===== config.mk =====
export PLATFORM = sky130hd
export DESIGN_NAME = shot_ctl
export DESIGN_NICKNAME = d
export VERILOG_FILES = /design/src/rtl/game_pkg.sv /design/src/rtl/vga_pkg.sv /design/src/rtl/bcd_counter_3d.sv /design/src/rtl/shot_ctl.sv
export SDC_FILE = /design/constraint.sdc
export NUM_CORES = 1
export LEC_CHECK = 0
export BUFFER_PORTS_ARGS = -buffer_cell sky130_fd_sc_hd__buf_2
export CAP_MARGIN = 40
export CORE_MARGIN = 3
export CORE_UTILIZATION = 44
export CTS_CLUSTER_SIZE = 12
export DETAILED_ROUTE_END_ITERATION = 10
export GPL_ROUTABILITY_DRIVEN = 1
export PLACE_DENSITY = 0.68
export SYNTH_ARGS = -nofsm -noshare
export SYNTH_HDL_FRONTEND = slang
export SYNTH_SLANG_ARGS = --single-unit

===== constraint.sdc =====
create_clock -name clk -period 2.7 [get_ports clk]
set_input_delay 0.27 -clock clk [delete_from_list [all_inputs] [get_ports clk]]
set_output_delay 0.27 -clock clk [all_outputs]
set_load 0.005 [all_outputs]

===== src/rtl/game_pkg.sv =====
// rtl/game_pkg.sv - game-stage state types and round defaults
package game_pkg;
  typedef enum logic [1:0] {
    IDLE     = 2'd0,
    ARMED    = 2'd1,
    NEXT     = 2'd2,
    FINISHED = 2'd3
  } shot_state_t;

  localparam int SHOTS_PER_DUCK = 3;
  localparam int DUCKS_PER_GAME = 10;
endpackage


===== src/rtl/vga_pkg.sv =====
// rtl/vga_pkg.sv - display geometry shared by game-stage blocks
package vga_pkg;
  localparam int DUCK_WIDTH  = 64;
  localparam int DUCK_HEIGHT = 64;
endpackage


===== src/rtl/bcd_counter_3d.sv =====
// rtl/bcd_counter_3d.sv - three-digit BCD incrementer, sync clear, saturates at 999
module bcd_counter_3d (
  input  logic        clk_i,
  input  logic        rst_i,
  input  logic        clr_i,
  input  logic        en_i,
  output logic [11:0] value_o
);
  logic [11:0] value_q, value_d;

  always_comb begin
    value_d = value_q;
    if (clr_i) begin
      value_d = 12'h000;
    end else if (en_i && value_q != 12'h999) begin
      if (value_q[3:0] != 4'd9) begin
        value_d[3:0] = value_q[3:0] + 4'd1;
      end else begin
        value_d[3:0] = 4'd0;
        if (value_q[7:4] != 4'd9) begin
          value_d[7:4] = value_q[7:4] + 4'd1;
        end else begin
          value_d[7:4]  = 4'd0;
          value_d[11:8] = value_q[11:8] + 4'd1;
        end
      end
    end
  end

  always_ff @(posedge clk_i) begin
    if (rst_i) value_q <= 12'h000;
    else       value_q <= value_d;
  end

  assign value_o = value_q;
endmodule


===== src/rtl/shot_ctl.sv =====
// rtl/shot_ctl.sv - turns clicks into shots, scores hits, tracks budget and timeout
module shot_ctl
  import game_pkg::*;
#(
  parameter int          DUCK_WIDTH     = vga_pkg::DUCK_WIDTH,
  parameter int          DUCK_HEIGHT    = vga_pkg::DUCK_HEIGHT,
  parameter int          SHOTS_PER_DUCK = game_pkg::SHOTS_PER_DUCK,
  parameter int          DUCKS_PER_GAME = game_pkg::DUCKS_PER_GAME,
  parameter logic [31:0] TIMEOUT_CYCLES = 32'd325_000_000
) (
  input  logic        clk,
  input  logic        rst,
  input  logic        game_enable,
  input  logic        left_mouse,
  input  logic [11:0] mouse_xpos,
  input  logic [11:0] mouse_ypos,
  input  logic [11:0] duck_xpos,
  input  logic [11:0] duck_ypos,
  output logic        duck_hit,
  output logic        duck_escaped,
  output logic [1:0]  shots_left,
  output logic [3:0]  ducks_done,
  output logic [11:0] score,
  output logic        game_finished
);
  shot_state_t state_q;
  logic        left_mouse_q, left_mouse_qq;
  logic        duck_hit_q, duck_escaped_q, game_finished_q;
  logic [1:0]  shots_q;
  logic [3:0]  ducks_q;
  logic [31:0] timer_q;

  logic click, hit, timeout, score_inc, score_clr;
  logic [12:0] mx, my, dx, dy;

  // The button is registered once before edge detection, so a press sampled
  // at edge k is acted on at edge k+1 with positions current at that edge.
  assign click   = left_mouse_q & ~left_mouse_qq;
  assign mx      = {1'b0, mouse_xpos};
  assign my      = {1'b0, mouse_ypos};
  assign dx      = {1'b0, duck_xpos};
  assign dy      = {1'b0, duck_ypos};
  assign hit     = (dx <= mx) && (mx < dx + 13'(DUCK_WIDTH)) &&
                   (dy <= my) && (my < dy + 13'(DUCK_HEIGHT));
  assign timeout = (timer_q == TIMEOUT_CYCLES - 32'd1);

  assign score_inc = game_enable && (state_q == ARMED) && click && hit;
  assign score_clr = game_enable && (state_q == IDLE);

  bcd_counter_3d u_score (
    .clk_i   (clk),
    .rst_i   (rst),
    .clr_i   (score_clr),
    .en_i    (score_inc),
    .value_o (score)
  );

  always_ff @(posedge clk) begin
    if (rst) begin
      state_q         <= IDLE;
      left_mouse_q    <= 1'b0;
      left_mouse_qq   <= 1'b0;
      duck_hit_q      <= 1'b0;
      duck_escaped_q  <= 1'b0;
      game_finished_q <= 1'b0;
      shots_q         <= 2'd0;
      ducks_q         <= 4'd0;
      timer_q         <= 32'd0;
    end else begin
      left_mouse_q   <= left_mouse;
      left_mouse_qq  <= left_mouse_q;
      duck_hit_q     <= 1'b0;
      duck_escaped_q <= 1'b0;
      if (!game_enable) begin
        state_q         <= IDLE;
        game_finished_q <= 1'b0;
      end else begin
        case (state_q)
          IDLE: begin
            ducks_q         <= 4'd0;
            timer_q         <= 32'd0;
            shots_q         <= 2'(SHOTS_PER_DUCK);
            game_finished_q <= 1'b0;
            state_q         <= ARMED;
          end
          ARMED: begin
            timer_q <= timer_q + 32'd1;
            if (click) begin
              shots_q <= shots_q - 2'd1;
              if (hit) begin
                duck_hit_q <= 1'b1;
                state_q    <= NEXT;
              end else if (shots_q == 2'd1 || timeout) begin
                duck_escaped_q <= 1'b1;
                state_q        <= NEXT;
              end
            end else if (timeout) begin
              duck_escaped_q <= 1'b1;
              state_q        <= NEXT;
            end
          end
          NEXT: begin
            ducks_q <= ducks_q + 4'd1;
            if (ducks_q + 4'd1 == 4'(DUCKS_PER_GAME)) begin
              game_finished_q <= 1'b1;
              state_q         <= FINISHED;
            end else begin
              shots_q <= 2'(SHOTS_PER_DUCK);
              timer_q <= 32'd0;
              state_q <= ARMED;
            end
          end
          default: begin
            game_finished_q <= 1'b1;
          end
        endcase
      end
    end
  end

  assign duck_hit      = duck_hit_q;
  assign duck_escaped  = duck_escaped_q;
  assign shots_left    = shots_q;
  assign ducks_done    = ducks_q;
  assign game_finished = game_finished_q;
endmodule


# [After elaboration in Yosys (flattened, before gate mapping)]
# Cells that the tools add are included.
[classes] reduce_logical=23 n_bitwise=7 muxes=21 order_cmp=4 addsub=8 n_eq_ne=13
[ops] cell="32-bit case mux with 3 select lines" count=1
[ops] cell="32-bit by 1-bit adder with 32-bit output, second input constant" count=1
[ops] cell="32-bit by 29-bit equality test with 1-bit output, second input constant" count=1
[ops] cell="32-bit two-way mux" count=1
[ops] cell="12-bit by 7-bit adder with 13-bit output, second input constant" count=2
[ops] cell="12-bit by 13-bit less-than comparator with 1-bit output" count=2
[ops] cell="12-bit less-or-equal comparator" count=2
[ops] cell="4-bit by 1-bit adder with 4-bit output, second input constant" count=4
[ops] cell="2-bit two-way mux" count=7
[ops] cell="12-bit inequality test, second input constant" count=1
[ops] cell="2-bit case mux with 3 select lines" count=2
[ops] cell="3-bit AND reduction" count=3
[ops] cell="1-bit logical AND" count=8
[ops] cell="4-bit two-way mux" count=2
[ops] cell="4-bit inequality test, second input constant" count=2
[ops] cell="4-bit case mux with 2 select lines" count=1
[ops] cell="1-bit two-way mux" count=6
[ops] cell="2-bit inequality test, second input constant" count=3
[ops] cell="1-bit NOT" count=6
[ops] cell="2-bit AND reduction" count=3
[ops] cell="2-bit by 1-bit equality test with 1-bit output, second input constant" count=2
[ops] cell="4-bit equality test, second input constant" count=1
[ops] cell="4-bit by 3-bit inequality test with 1-bit output, second input constant" count=1
[ops] cell="4-bit AND reduction" count=1
[ops] cell="other kinds (12)" count=13
[word_totals] input_bits=52 regBits=57

# [Depth between registers and ports, before layout]
[logic_depth] word_depth=8 depth_mapped=12 mapped_depth_nobuf=11

# [By module]
# From an unflattened synthesis, not the netlist that was laid out.
[hier_totals] hier_cells=523 hier_area_um2=4236.6
[by_module_without_submodules] mod="shot_ctl" cells_per_inst=451 area_each_um2=3606.0 seq_area_each_um2=900.9 instances=1
[by_module_without_submodules] mod="bcd_counter_3d" cells_per_inst=72 area_each_um2=630.6 seq_area_each_um2=240.2 instances=1

# [Worst setup path after synthesis]
# Ideal clock, no wire load.
[synth_path] path_kind="in2reg" startpoint="input duck_xpos[6]" endpoint="register u_score.value_q[0], in the netlist u_score.value_o[0]" arrival_ns=2.892 setup_slack_ns=-0.262 path_buffers=1 cell_stages=12 required_ns=2.630 setup_time_ns=0.070 path_cell_list="ha_1 nand3_2 xor2_1 ha_1 and3_1 o21ai_1 a211oi_1 or4_4 or3_1 buf_2 or4_1 a21oi_1"
[synth_between] elab_chain_cells=7 elab_cells_between_ends=8 cone_classes="1 x add/sub; 2 x order compare; 5 x reduce/logical"
[synth_lines] item="start, declared" line_no="shot_ctl.sv:17" source="input logic [11:0] duck_xpos,"
[synth_lines] item="12-bit by 7-bit adder with 13-bit output" line_no="shot_ctl.sv:43" source="assign hit = (dx <= mx) && (mx < dx + 13'(DUCK_WIDTH)) &&"
[synth_lines] item="12-bit by 13-bit less-than comparator with 1-bit output" line_no="shot_ctl.sv:43"
[synth_lines] item="1-bit logical AND (*) (2 in series)" line_no="shot_ctl.sv:43"
[synth_lines] item="1-bit logical AND (*)" line_no="shot_ctl.sv:44" source="(dy <= my) && (my < dy + 13'(DUCK_HEIGHT));"
[synth_lines] item="1-bit logical AND (*)" line_no="shot_ctl.sv:47" source="assign score_inc = game_enable && (state_q == ARMED) && click && hit;"
[synth_lines] item="1-bit logical AND (*)" line_no="bcd_counter_3d.sv:15" source="end else if (en_i && value_q != 12'h999) begin"
[synth_lines] item="end signal, assigned" line_no="bcd_counter_3d.sv:32" source="else value_q <= value_d;"
[synth_lines] item="end, declared" line_no="bcd_counter_3d.sv:9" source="logic [11:0] value_q, value_d;"
# Mark *: on every way between the ends. The rest lies on a longest branch, timed or not.
# A chain may end at the register's enable or synchronous reset.

# [Final worst setup path]
[layout_path] startpoint="input duck_xpos[6]" endpoint="register u_score.value_q[2], in the netlist u_score.value_o[2]"
# Same word-level chain as after synthesis.

==> flow_metrics.env <==
export IMPL_max_freq_mhz=387
export IMPL_combPwrFrac=0.184
export IMPL_path_max_fanout=6
export IMPL_sequentialPowerShare=0.430
export IMPL_crit_path_start_kind="input pin"
export IMPL_yosysWarnings=0
export IMPL_ir_drop_mv=0.218
export IMPL_cts_hold_buf=0
export IMPL_swShare=0.263
export IMPL_io_pins=73
export IMPL_drt_pass1_iterations=4
export IMPL_yosys_area_top_type_share=0.271
export IMPL_fin_cells=773
export IMPL_die_height_um=104
export IMPL_clk_path_buf_depth=2
export IMPL_numPortBuffers=72
export IMPL_wire_per_inst_um=12.8
export IMPL_ys_types=50
export IMPL_p_switching_uw=523
export IMPL_finalHoldViolations=0
export IMPL_power_total_uw=1990
export IMPL_synth_edff_count=0
export IMPL_via_count=4083
export IMPL_diodes=0
export IMPL_syn_to_final_growth_pct=23.4
export IMPL_ant_nets=0
export IMPL_timing_final_ws_setup_ns=0.119
export IMPL_grt_pass1_wl_um=17300
export IMPL_setup_viol=0
export IMPL_post_route_util=0.560
export IMPL_dp_hpwl_um=8000
export IMPL_end_kind="register"
export IMPL_hp_class="input pin to register"
export IMPL_cts_setup_buffers=0
export IMPL_r2r_cells=7
export IMPL_worstMarginPinSlew_ns=0.476
export IMPL_antenna_found_initial=0
export IMPL_grt_pass1_vias=3939
export IMPL_rsz0062_at_grt="false"
export IMPL_drc=0
export IMPL_grt_max_degree=33
export IMPL_place_ws_ns=-0.314
export IMPL_rows=35
export IMPL_fin_crit_sh=0.956
export IMPL_cpMostUsedCell="a21oi_1"
export IMPL_clk_pin_slew_worst_paths_ns=0.06
export IMPL_cts_tree="yes"
export IMPL_track_usage=0.188
export IMPL_placedCellCount=757
export IMPL_seq_area_mm2=0.00114
export IMPL_dieArea_mm2=0.0108
export IMPL_grt_overflow=0
export IMPL_nFillCells=897
export IMPL_internal_power_uw=1470
export IMPL_viasPerCell=5.28
export IMPL_status="complete, no violations"
export IMPL_fin_hold_ws_ns=0.164
export IMPL_r2r_start="ducks_done[0]"
export IMPL_ys_ff_latch=57
export IMPL_synthTopCellsByArea="dfxtp_1, ha_1, xnor2_1"
export IMPL_slowest_stage="or4_4"
export IMPL_critical_path_max_stage_delay_ns=0.45
export IMPL_cp_arrival_ns=2.80
export IMPL_numClockSinks=57
export IMPL_fin_crit_ns=2.58
export IMPL_fin_nets=752
export IMPL_p_leak_uw=0.00227
export IMPL_fp_dieW_um=104
export IMPL_cp_endpoint="u_score.value_o[2]"
export IMPL_async_reset_ff_frac=0
export IMPL_syn_inst=533
export IMPL_path_delay_family="simple AND/OR/NAND/NOR gates"
export IMPL_gp_congestion=0.845
export IMPL_rrSetupSlack_ns=0.26
export IMPL_dr_first_iter_drc_count=137
export IMPL_crit_required_ns=2.92
export IMPL_synth_top_cell_by_area="dfxtp_1"
export IMPL_finClkSkew_ns=0.00935
export IMPL_wirelength_um=9930
export IMPL_cts_buffers=9
export IMPL_timing_rr_end="timer_q[30]"
export IMPL_multi_input_area_mm2=0.00290
export IMPL_cts_max_level=3
export IMPL_syn_avg_cell_area_um2=7.91
export IMPL_clkLatencyLatePin_ns=0.34
export IMPL_power_frac_clock=0.386
export IMPL_path_cells="buf_2, ha_4, nand3_2, xor2_1, ha_1, a21o_1, a21oi_1, o22ai_1, or4_4, or3_4, buf_4, o31ai_1, a21oi_1"
export IMPL_crit_cells=13
export IMPL_syn_nets=646
export IMPL_drv_cap=0
export IMPL_critPathKind="input pin to register"
export IMPL_startpoint="duck_xpos[6]"
export IMPL_yosys_most_used_dff="dfxtp_1"
export IMPL_slew_viol_final=0
export IMPL_initial_core_util=0.454
export IMPL_relSlewSlack=0.682
export IMPL_drive_gt1_frac=0.211
export IMPL_cts_root_buf="clkbuf_8"
export IMPL_critPathBufInv=2
export IMPL_ys_seq_area_frac=0.271
export IMPL_netlist_area_mm2=0.00422
export IMPL_powerDensity_mw_per_mm2=382
export IMPL_core_mm2=0.00928
cells in the mapped netlist (all sizes together) (3+ instances only):
cell type / count
nand4: 17
a21o: 9
nor4: 14
nor2: 53
nand2b: 8
dfxtp: 57
ha: 61
and3: 10
clkbuf: 10
xnor2: 23
nor2b: 12
o31ai: 3
a31oi: 3
mux2i: 8
o21ai: 16
a21oi: 33
nand3: 27
and2: 3
nor3: 12
xor2: 10
or4: 8
o211ai: 5
nand2: 37
a211oi: 3
or3: 10
inv: 53
power groups by stage:
stage / combinational [µW] / sequential [µW] / clock [µW]
detailed placement: 361 / 874 / 0
floorplan: 217 / 873 / 0
finish: 365 / 856 / 769
global placement: 349 / 873 / 0
CTS: 364 / 856 / 794
global route: 420 / 856 / 827
registers in the layout, indices dropped and copies added, names as in the netlist:
name	flops
duck_escaped	1
duck_hit	1
ducks_done	4
game_finished	1
left_mouse_q	1
left_mouse_qq	1
shots_left	2
state_q	2
timer_q	32
u_score.value_o	12
layout by cell type (no fill, tap or decap), drive strengths merged, types with 9 or more instances in the layout:
master    n
nor4     14
a21oi    33
inv      53
xor2     10
o21ai    16
nor3     12
and3     10
or3      10
dfxtp    57
a21o      9
nand4    17
nor2b    12
xnor2    23
nand2    37
nor2     53
nand3    27
clkbuf   13
buf     106
ha       61
how the worst min path moves through the flow:
stage,endpoint,from,slack (ns),cells past startpoint
after detailed placement,timer_q[1],timer_q[1],0.48,2
final,left_mouse_q,left_mouse,0.16,2
after global routing,left_mouse_q,left_mouse,0.17,2
after CTS,left_mouse_q,left_mouse,0.16,2
after floorplan,left_mouse_q,left_mouse,0.40,1
after global placement,timer_q[1],timer_q[1],0.46,2
area by class of cell:
cell class	instances	share of cell area
multi-input cells	412	0.557
flip-flops and latches	57	0.219
repair buffers	106	0.118
inverters	53	0.0382
well taps	129	0.0310
clock buffers	13	0.0286
clock inverters	3	0.00770
kinds of logic (layout without fill, tap and decap cells):
family / count (synthesis) / after routing / synth area share
mux: 8 / 8 / 0.0190
fa+ha+maj: 61 / 61 / 0.181
compound gates: 90 / 90 / 0.134
flops: 57 / 57 / 0.271
simple gates: 220 / 220 / 0.270
xor+xnor: 33 / 33 / 0.0685
buf+inv: 64 / 175 / 0.0573
metal layers:
layer | GRT usage | wire length (µm) | vias to the layer above
li1 | - | - | 2093
met2 | 0.330 | 4890 | 79
met4 | 0.0503 | 111 | 0
met5 | 0 | 0 | -
met1 | 0.230 | 4500 | 1900
met3 | 0.0447 | 423 | 11
what timing repair did:
| action | in CTS | in global routing |
|---|---|---|
| resized for setup | 0 | 6 |
| hold endpoints to repair | 0 | 0 |
| endpoints found under the setup margin | 0 | 8 |
stage by stage:
step / setup TNS (ns) / instance area, µm²
finish: 0 / 5200
global route: 0 / 5200
CTS: 0 / 5170
detailed placement: -3.11 / 4980
global placement: -2.56 / 4980
floorplan: -0.174 / 4250
(Power assumes the default switching activity.)
